--- src/rtl/regbus_read_sequencer.sv ---
// rtl/regbus_read_sequencer.sv - tri-state register bus reader: select, settle, capture, turnaround
// Optional scan of all registers is compiled in with macro REGBUS_READ_SCAN_EN.
module regbus_read_sequencer #(
  parameter int NrOfBits     = 32,
  parameter int NrOfRegs     = 4,
  parameter int AddrBits     = 2,
  parameter int SettleCycles = 1
) (
  input  logic                Clock,
  input  logic                Reset,
  input  logic                Tick,
  input  logic                Start,
  input  logic                Scan,
  input  logic [AddrBits-1:0] Addr,
  input  logic [NrOfBits-1:0] BusIn,
  output logic [NrOfRegs-1:0] Cs,
  output logic                Busy,
  output logic                Valid,
  output logic [NrOfBits-1:0] DataOut,
  output logic [AddrBits-1:0] AddrOut,
  output logic                Error
);

  typedef enum logic [1:0] {IDLE, SELECT, TURN} state_t;

  localparam logic [3:0]          SettleInit = 4'(SettleCycles);
  localparam logic [AddrBits-1:0] LastAddr   = AddrBits'(NrOfRegs - 1);
  localparam logic [31:0]         NrRegs32   = NrOfRegs;

  state_t              state, state_next;
  logic [3:0]          cnt, cnt_next;
  logic [AddrBits-1:0] addr_q, addr_next, addr_inc;
  logic                scan_q, scan_next, scan_req;
  logic                addr_in_range;
  logic [NrOfRegs-1:0] cs_next;
  logic                busy_next, valid_next, error_next;
  logic [NrOfBits-1:0] data_next;
  logic [AddrBits-1:0] addrout_next;

  // Low bit at idx selects that register; every other register floats.
  function automatic logic [NrOfRegs-1:0] select_mask(input logic [AddrBits-1:0] idx);
    select_mask = ~({{(NrOfRegs-1){1'b0}}, 1'b1} << idx);
  endfunction

  assign addr_in_range = ({{(32-AddrBits){1'b0}}, Addr} < NrRegs32);
  assign addr_inc      = addr_q + AddrBits'(1);

`ifdef REGBUS_READ_SCAN_EN
  assign scan_req = Scan;
`else
  // Without the scan feature every Start is a single read.
  logic unused_scan;
  assign unused_scan = Scan;
  assign scan_req    = 1'b0;
`endif

  // Next-state and next-output logic; everything holds unless Tick advances it.
  always_comb begin
    state_next   = state;
    cnt_next     = cnt;
    addr_next    = addr_q;
    scan_next    = scan_q;
    cs_next      = Cs;
    busy_next    = Busy;
    valid_next   = 1'b0;
    data_next    = DataOut;
    addrout_next = AddrOut;
    error_next   = Error;
    if (Tick) begin
      case (state)
        IDLE: begin
          if (Start) begin
            if (scan_req) begin
              error_next = 1'b0;
              scan_next  = 1'b1;
              addr_next  = '0;
              cs_next    = select_mask('0);
              busy_next  = 1'b1;
              cnt_next   = SettleInit;
              state_next = SELECT;
            end else if (!addr_in_range) begin
              error_next = 1'b1;
            end else begin
              error_next = 1'b0;
              scan_next  = 1'b0;
              addr_next  = Addr;
              cs_next    = select_mask(Addr);
              busy_next  = 1'b1;
              cnt_next   = SettleInit;
              state_next = SELECT;
            end
          end
        end
        SELECT: begin
          if (cnt == 4'd1) begin
            data_next    = BusIn;
            addrout_next = addr_q;
            valid_next   = 1'b1;
            cs_next      = '1;
            state_next   = TURN;
          end else begin
            cnt_next = cnt - 4'd1;
          end
        end
        TURN: begin
          // Cs was released on the capture edge; one full Tick-cycle of float
          // separates this register from the next driver.
          cs_next = '1;
          if (scan_q && (addr_q != LastAddr)) begin
            addr_next  = addr_inc;
            cs_next    = select_mask(addr_inc);
            cnt_next   = SettleInit;
            state_next = SELECT;
          end else begin
            busy_next  = 1'b0;
            scan_next  = 1'b0;
            state_next = IDLE;
          end
        end
        default: begin
          cs_next    = '1;
          busy_next  = 1'b0;
          state_next = IDLE;
        end
      endcase
    end
  end

  // State and registered outputs; synchronous reset wins over everything.
  always_ff @(posedge Clock) begin
    if (Reset) begin
      state   <= IDLE;
      cnt     <= '0;
      addr_q  <= '0;
      scan_q  <= 1'b0;
      Cs      <= '1;
      Busy    <= 1'b0;
      Valid   <= 1'b0;
      DataOut <= '0;
      AddrOut <= '0;
      Error   <= 1'b0;
    end else begin
      state   <= state_next;
      cnt     <= cnt_next;
      addr_q  <= addr_next;
      scan_q  <= scan_next;
      Cs      <= cs_next;
      Busy    <= busy_next;
      Valid   <= valid_next;
      DataOut <= data_next;
      AddrOut <= addrout_next;
      Error   <= error_next;
    end
  end

endmodule

--- config.mk ---
export PLATFORM = sky130hd
export DESIGN_NAME = regbus_read_sequencer
export DESIGN_NICKNAME = d
export VERILOG_FILES = /design/src/rtl/regbus_read_sequencer.sv
export SDC_FILE = /design/constraint.sdc
export NUM_CORES = 1
export LEC_CHECK = 0
export CORE_MARGIN = 5
export CORE_UTILIZATION = 42
export DETAILED_ROUTE_END_ITERATION = 8
export PLACE_DENSITY = 0.84
export SLEW_MARGIN = 5
export SYNTH_ARGS = -nofsm -noshare
export SYNTH_HDL_FRONTEND = slang
export SYNTH_SLANG_ARGS = --single-unit
--- constraint.sdc ---
create_clock -name Clock -period 2.1 [get_ports Clock]
set_input_delay 0.63 -clock Clock [delete_from_list [all_inputs] [get_ports Clock]]
set_output_delay 0.63 -clock Clock [all_outputs]
set_load 0.02 [all_outputs]
**Yosys cells after proc, flatten, opt, wreduce, memory -nomap -nowiden**

Index checks and enable logic that the tools add are counted.

- Reductions and logical operators: 11
- Bitwise operators: 4
- Add/sub/neg operators: 2
- Shifts and indexed selects: 2
- Eq/ne operators: 9
- Muxes and demuxes: 21

Operators by type and width:

| cell | count |
|---|---|
| $mux 4 | 6 |
| $pmux 4 s3 | 2 |
| $ne 2x2->1 const B | 6 |
| $reduce_and 4->1 | 3 |
| $mux 2 | 4 |
| $not 4->4 | 2 |
| $shl 1x2->4 const A | 2 |
| $pmux 2 s3 | 1 |
| $reduce_and 3->1 | 2 |
| $mux 1 | 5 |
| $reduce_and 5->1 | 1 |
| $eq 4x1->1 const B | 1 |
| $pmux 2 s2 | 1 |
| $sub 4x1->4 const B | 1 |
| $pmux 1 s3 | 1 |
| $reduce_bool 3->1 | 1 |
| $reduce_or 3->1 | 1 |
| $add 2x1->2 const B | 1 |
| $eq 2x1->1 const B | 1 |
| $eq 2x2->1 const B | 1 |
| $logic_not 2->1 | 1 |
| $not 1->1 | 2 |
| $pmux 1 s2 | 1 |
| $reduce_bool 2->1 | 1 |
| $logic_and 1x1->1 | 1 |

- Output and inout bits: 41
- Word-level logic and storage cells: 58
- Register bits after elaboration: 49
- Input bits: 39

**Logic depth before layout (Yosys ltp)**

- Word-level depth: 5
- Depth in mapped cells: 7
- Mapped depth without buffers: 5

**Least setup slack after synthesis**

No wires, ideal clock.

- Kind: input to register
- Start point: input port Tick
- End point: register cnt[3]
- Arrival time: 1.432 ns
- Path buffers: 1
- Path slack: 0.594 ns
- Library setup time: 0.074 ns
- Required time: 2.026 ns
- Stages on the path: 4
- Cell sequence: nand3b_1 buf_2 or4_1 a31oi_1

- Cells in the longest elaborated chain, start to end: 1

Ends and longest elaborated chain:

| item | line | RTL |
|---|---|---|
| start, declared | 11 | `input logic Tick,` |
| $reduce_and 5->1 (no source line) | n/a |  |
| end signal, assigned | 144 | `cnt <= cnt_next;` |
| end, declared | 31 | `logic [3:0] cnt, cnt_next;` |

Every way passes these cells.
A chain may end at the register's enable or synchronous reset.

**Final worst setup path**

- Start point: register Cs[2]
- End point: output port Cs[2]

RTL lines:

| item | line | RTL |
|---|---|---|
| start, declared | 16 | `output logic [NrOfRegs-1:0] Cs,` |
| start signal, assigned | 147 | `Cs <= cs_next;` |

No word-level cell between the ends.

==> out/metrics.yaml <==
cp.depth: 1
num_rows: 24
worst-r2r-cell-count: 6
post-cts-setup-buffers: 0
area_growth_pct: 47.79
endpoint: "Cs[2]"
clkLatencyLatePin_ps: 300
setup_viol: 0
synth-seq-cells: 48
overflow: 0
finalPower_mw: 1.764
hold_buffers: 0
gp_congestion: 0.7787
io_pins: 80
worstPathMaxFanout: 3
hold_viol_final: 0
drt_wl_total_um: 5295
hold_class: "flop to flop"
cp-end-kind: "output pin"
gr-usage-all-layers_pct: 17.26
crit_type: "flop to output pin"
synth_cells: 231
worstSetupStartpoint: "Cs[2]$_SDFFE_PP1P_"
grt_antenna_before_repair: 0
worstPathArrival_ps: 1280
drive_gt1_share_pct: 6.536
async_flop_share_pct: 0
grt_max_degree: 38
grt_pass1_wl_um: 8542
start_util_pct: 44.00
h-tree-depth: 2
hpwl_um: 3645
worstHoldStart: "addr_q[1]$_SDFFE_PP0P_"
nFillCells: 384
cts_sinks: 48
die_h_um: 78.24
slew_violations: 0
leakagePower_nw: 0.9783
layout_worst_path_cycle_share_pct: 91.10
regArea_um2: 960.9
ys.flop_type: "dfxtp_1"
synth_common_cells: "dfxtp_1 (48), a21oi_1 (36), nand3_1 (35)"
dr_total_vias: 1981
yosysWarnings: 0
power.density_nw_per_um2: 610.4
first_pass_iters: 4
yosys.area.top_type_share_pct: 49.14
reg2reg_to: "DataOut[1]$_SDFFE_PP0P_"
critPathMaxStageDelay_ps: 630
ir_worst_vdd_mv: 0.4254
critical_path.top_delay_family: "buffers and inverters"
crit_path_cell_trace: "clkdlybuf4s50_1"
cap_viol_max_count: 0
synth_area_leaders: "dfxtp_1 (49%), a21oi_1 (9.2%), nand3_1 (9.0%), o21ai_1 (7.7%), buf_2 (2.6%)"
path_clk_slew_ps: 70
grt_pass1_vias: 1790
required_ps: 1470
yosysMostFrequentCell: "dfxtp_1"
syn-num-nets: 272
synth_area_leader_cell: "dfxtp_1"
die_x_um: 78.24
r2r-start: "cnt[1]$_SDFFE_PP0P_"
fin_skew_ps: 10.36
outcome: "completed"
wire_per_inst_um: 14.79
cts_made_buffers: 5
period_needed_ps: 1913
viasPerCell: 5.534
num-nets-final: 346
clockBufferDepth: 2
diodes: 0
critical_path.slowest_cell: "clkdlybuf4s50_1"
route.detailed.drc: 0
root_buffer: "clkbuf_8"
coreArea_um2: 4444
synth_edf_count: 0
first_iter_violations: 124
yosysSeqAreaShare_pct: 49.14
critPathBufInv: 1
timing.fmax_ghz: 0.5227
syn-cell-area_um2: 1956
cts_resized: 0
rsz0062_at_grt: "no"
drtAntennaViolNets: 0
dieArea_um2: 6121
multi_input_area_um2: 883.3
syn_area_per_cell_um2: 8.466
synth_cell_types: 35
cts_tree: "done"
timing.setup.tns_ps: 0
port_buffers: 77
ff2ff_setup_slack_ps: 380
critPathLaunchType: "flop"
==> cells by family (layout without fill, tap and decap cells) <==
family,after synthesis,in the layout,share of synthesized area [%]
AOI/OAI and AO/OA,86,86,23.74
and+or+nand+nor,63,63,17.59
DFF,48,48,49.14
buffers and inverters,27,102,6.014
muxes,4,4,2.047
adders and majority gates,2,2,1.279
other,1,1,0.1918
==> placed cells by master (no fill, tap or decap), drive strengths merged, types with 2 or more instances in the layout <==
| cell type | netlist | final |
|---|---|---|
| clkdlybuf4s50 | 0 | 77 |
| dfxtp | 48 | 48 |
| a21oi | 36 | 36 |
| o21ai | 36 | 36 |
| nand3 | 35 | 35 |
| buf | 12 | 13 |
| nor2 | 7 | 7 |
| clkbuf | 11 | 7 |
| inv | 4 | 4 |
| nand2b | 4 | 4 |
| mux2i | 4 | 4 |
| nand2 | 4 | 4 |
| a31oi | 3 | 3 |
| or3b | 2 | 2 |
| o32ai | 2 | 2 |
| nor3 | 2 | 2 |
| o31ai | 2 | 2 |
| or3 | 2 | 2 |
| o211ai | 2 | 2 |
| ha | 2 | 2 |
==> layout make-up <==
type | count | share of cell area [%]
Clock buffer | 7 | 2.641
Clock inverter | 1 | 0.3030
Inverter | 4 | 0.5195
Multi-Input combinational cell | 156 | 30.56
Sequential cell | 48 | 33.25
Tap cell | 52 | 2.251
Timing Repair Buffer | 90 | 30.48
==> flip-flops by register name (all words and copies together) (netlist names) <==
register  flops
addr_q        2
Valid         1
Cs            4
AddrOut       2
state         2
cnt           4
DataOut      32
Busy          1
==> per-stage QoR <==
stage	cell area, µm²	util [%]	hold WS, ps	worst slack, ps	std cells
finish	2890	65.03	470.5	186.8	358
global route	2890	65.03	495.7	140.9	358
detailed placement	2805	63.12	463.3	-3.015	350
floorplan	1956	-	443.4	593.5	231
CTS	2890	65.03	475.7	181.5	358
global placement	2805	63.12	454.7	30.81	350
==> worst min path at each step <==
stage	end	cells past startpoint	slack (ps)
after floorplan	AddrOut[0]$_SDFFE_PP0P_	2	440
after global placement	AddrOut[0]$_SDFFE_PP0P_	2	450
after detailed placement	AddrOut[0]$_SDFFE_PP0P_	2	460
after CTS	AddrOut[1]$_SDFFE_PP0P_	2	480
after global routing	cnt[1]$_SDFFE_PP0P_	2	500
final	AddrOut[1]$_SDFFE_PP0P_	2	470
==> metal layers <==
metal / global-route usage (%) / share of wire, % / wire [µm] / vias up
li1: - / - / - / 974
met1: 20.37 / 41 / 2147 / 905
met2: 28.94 / 50 / 2630 / 90
met3: 5.606 / 8.2 / 432 / 12
met4: 7.168 / 1.6 / 85 / 0
met5: 0 / 0 / 0 / -
==> power breakdown <==
group | total [mW] | switching, mW | internal, mW
clock network | 0.534 | 0.296 | 0.238
logic | 0.287 | 0.151 | 0.136
registers | 0.943 | 0.0145 | 0.928
total | 1.76 | 0.462 | 1.30
No activity file was read; power rests on OpenSTA's default activity.
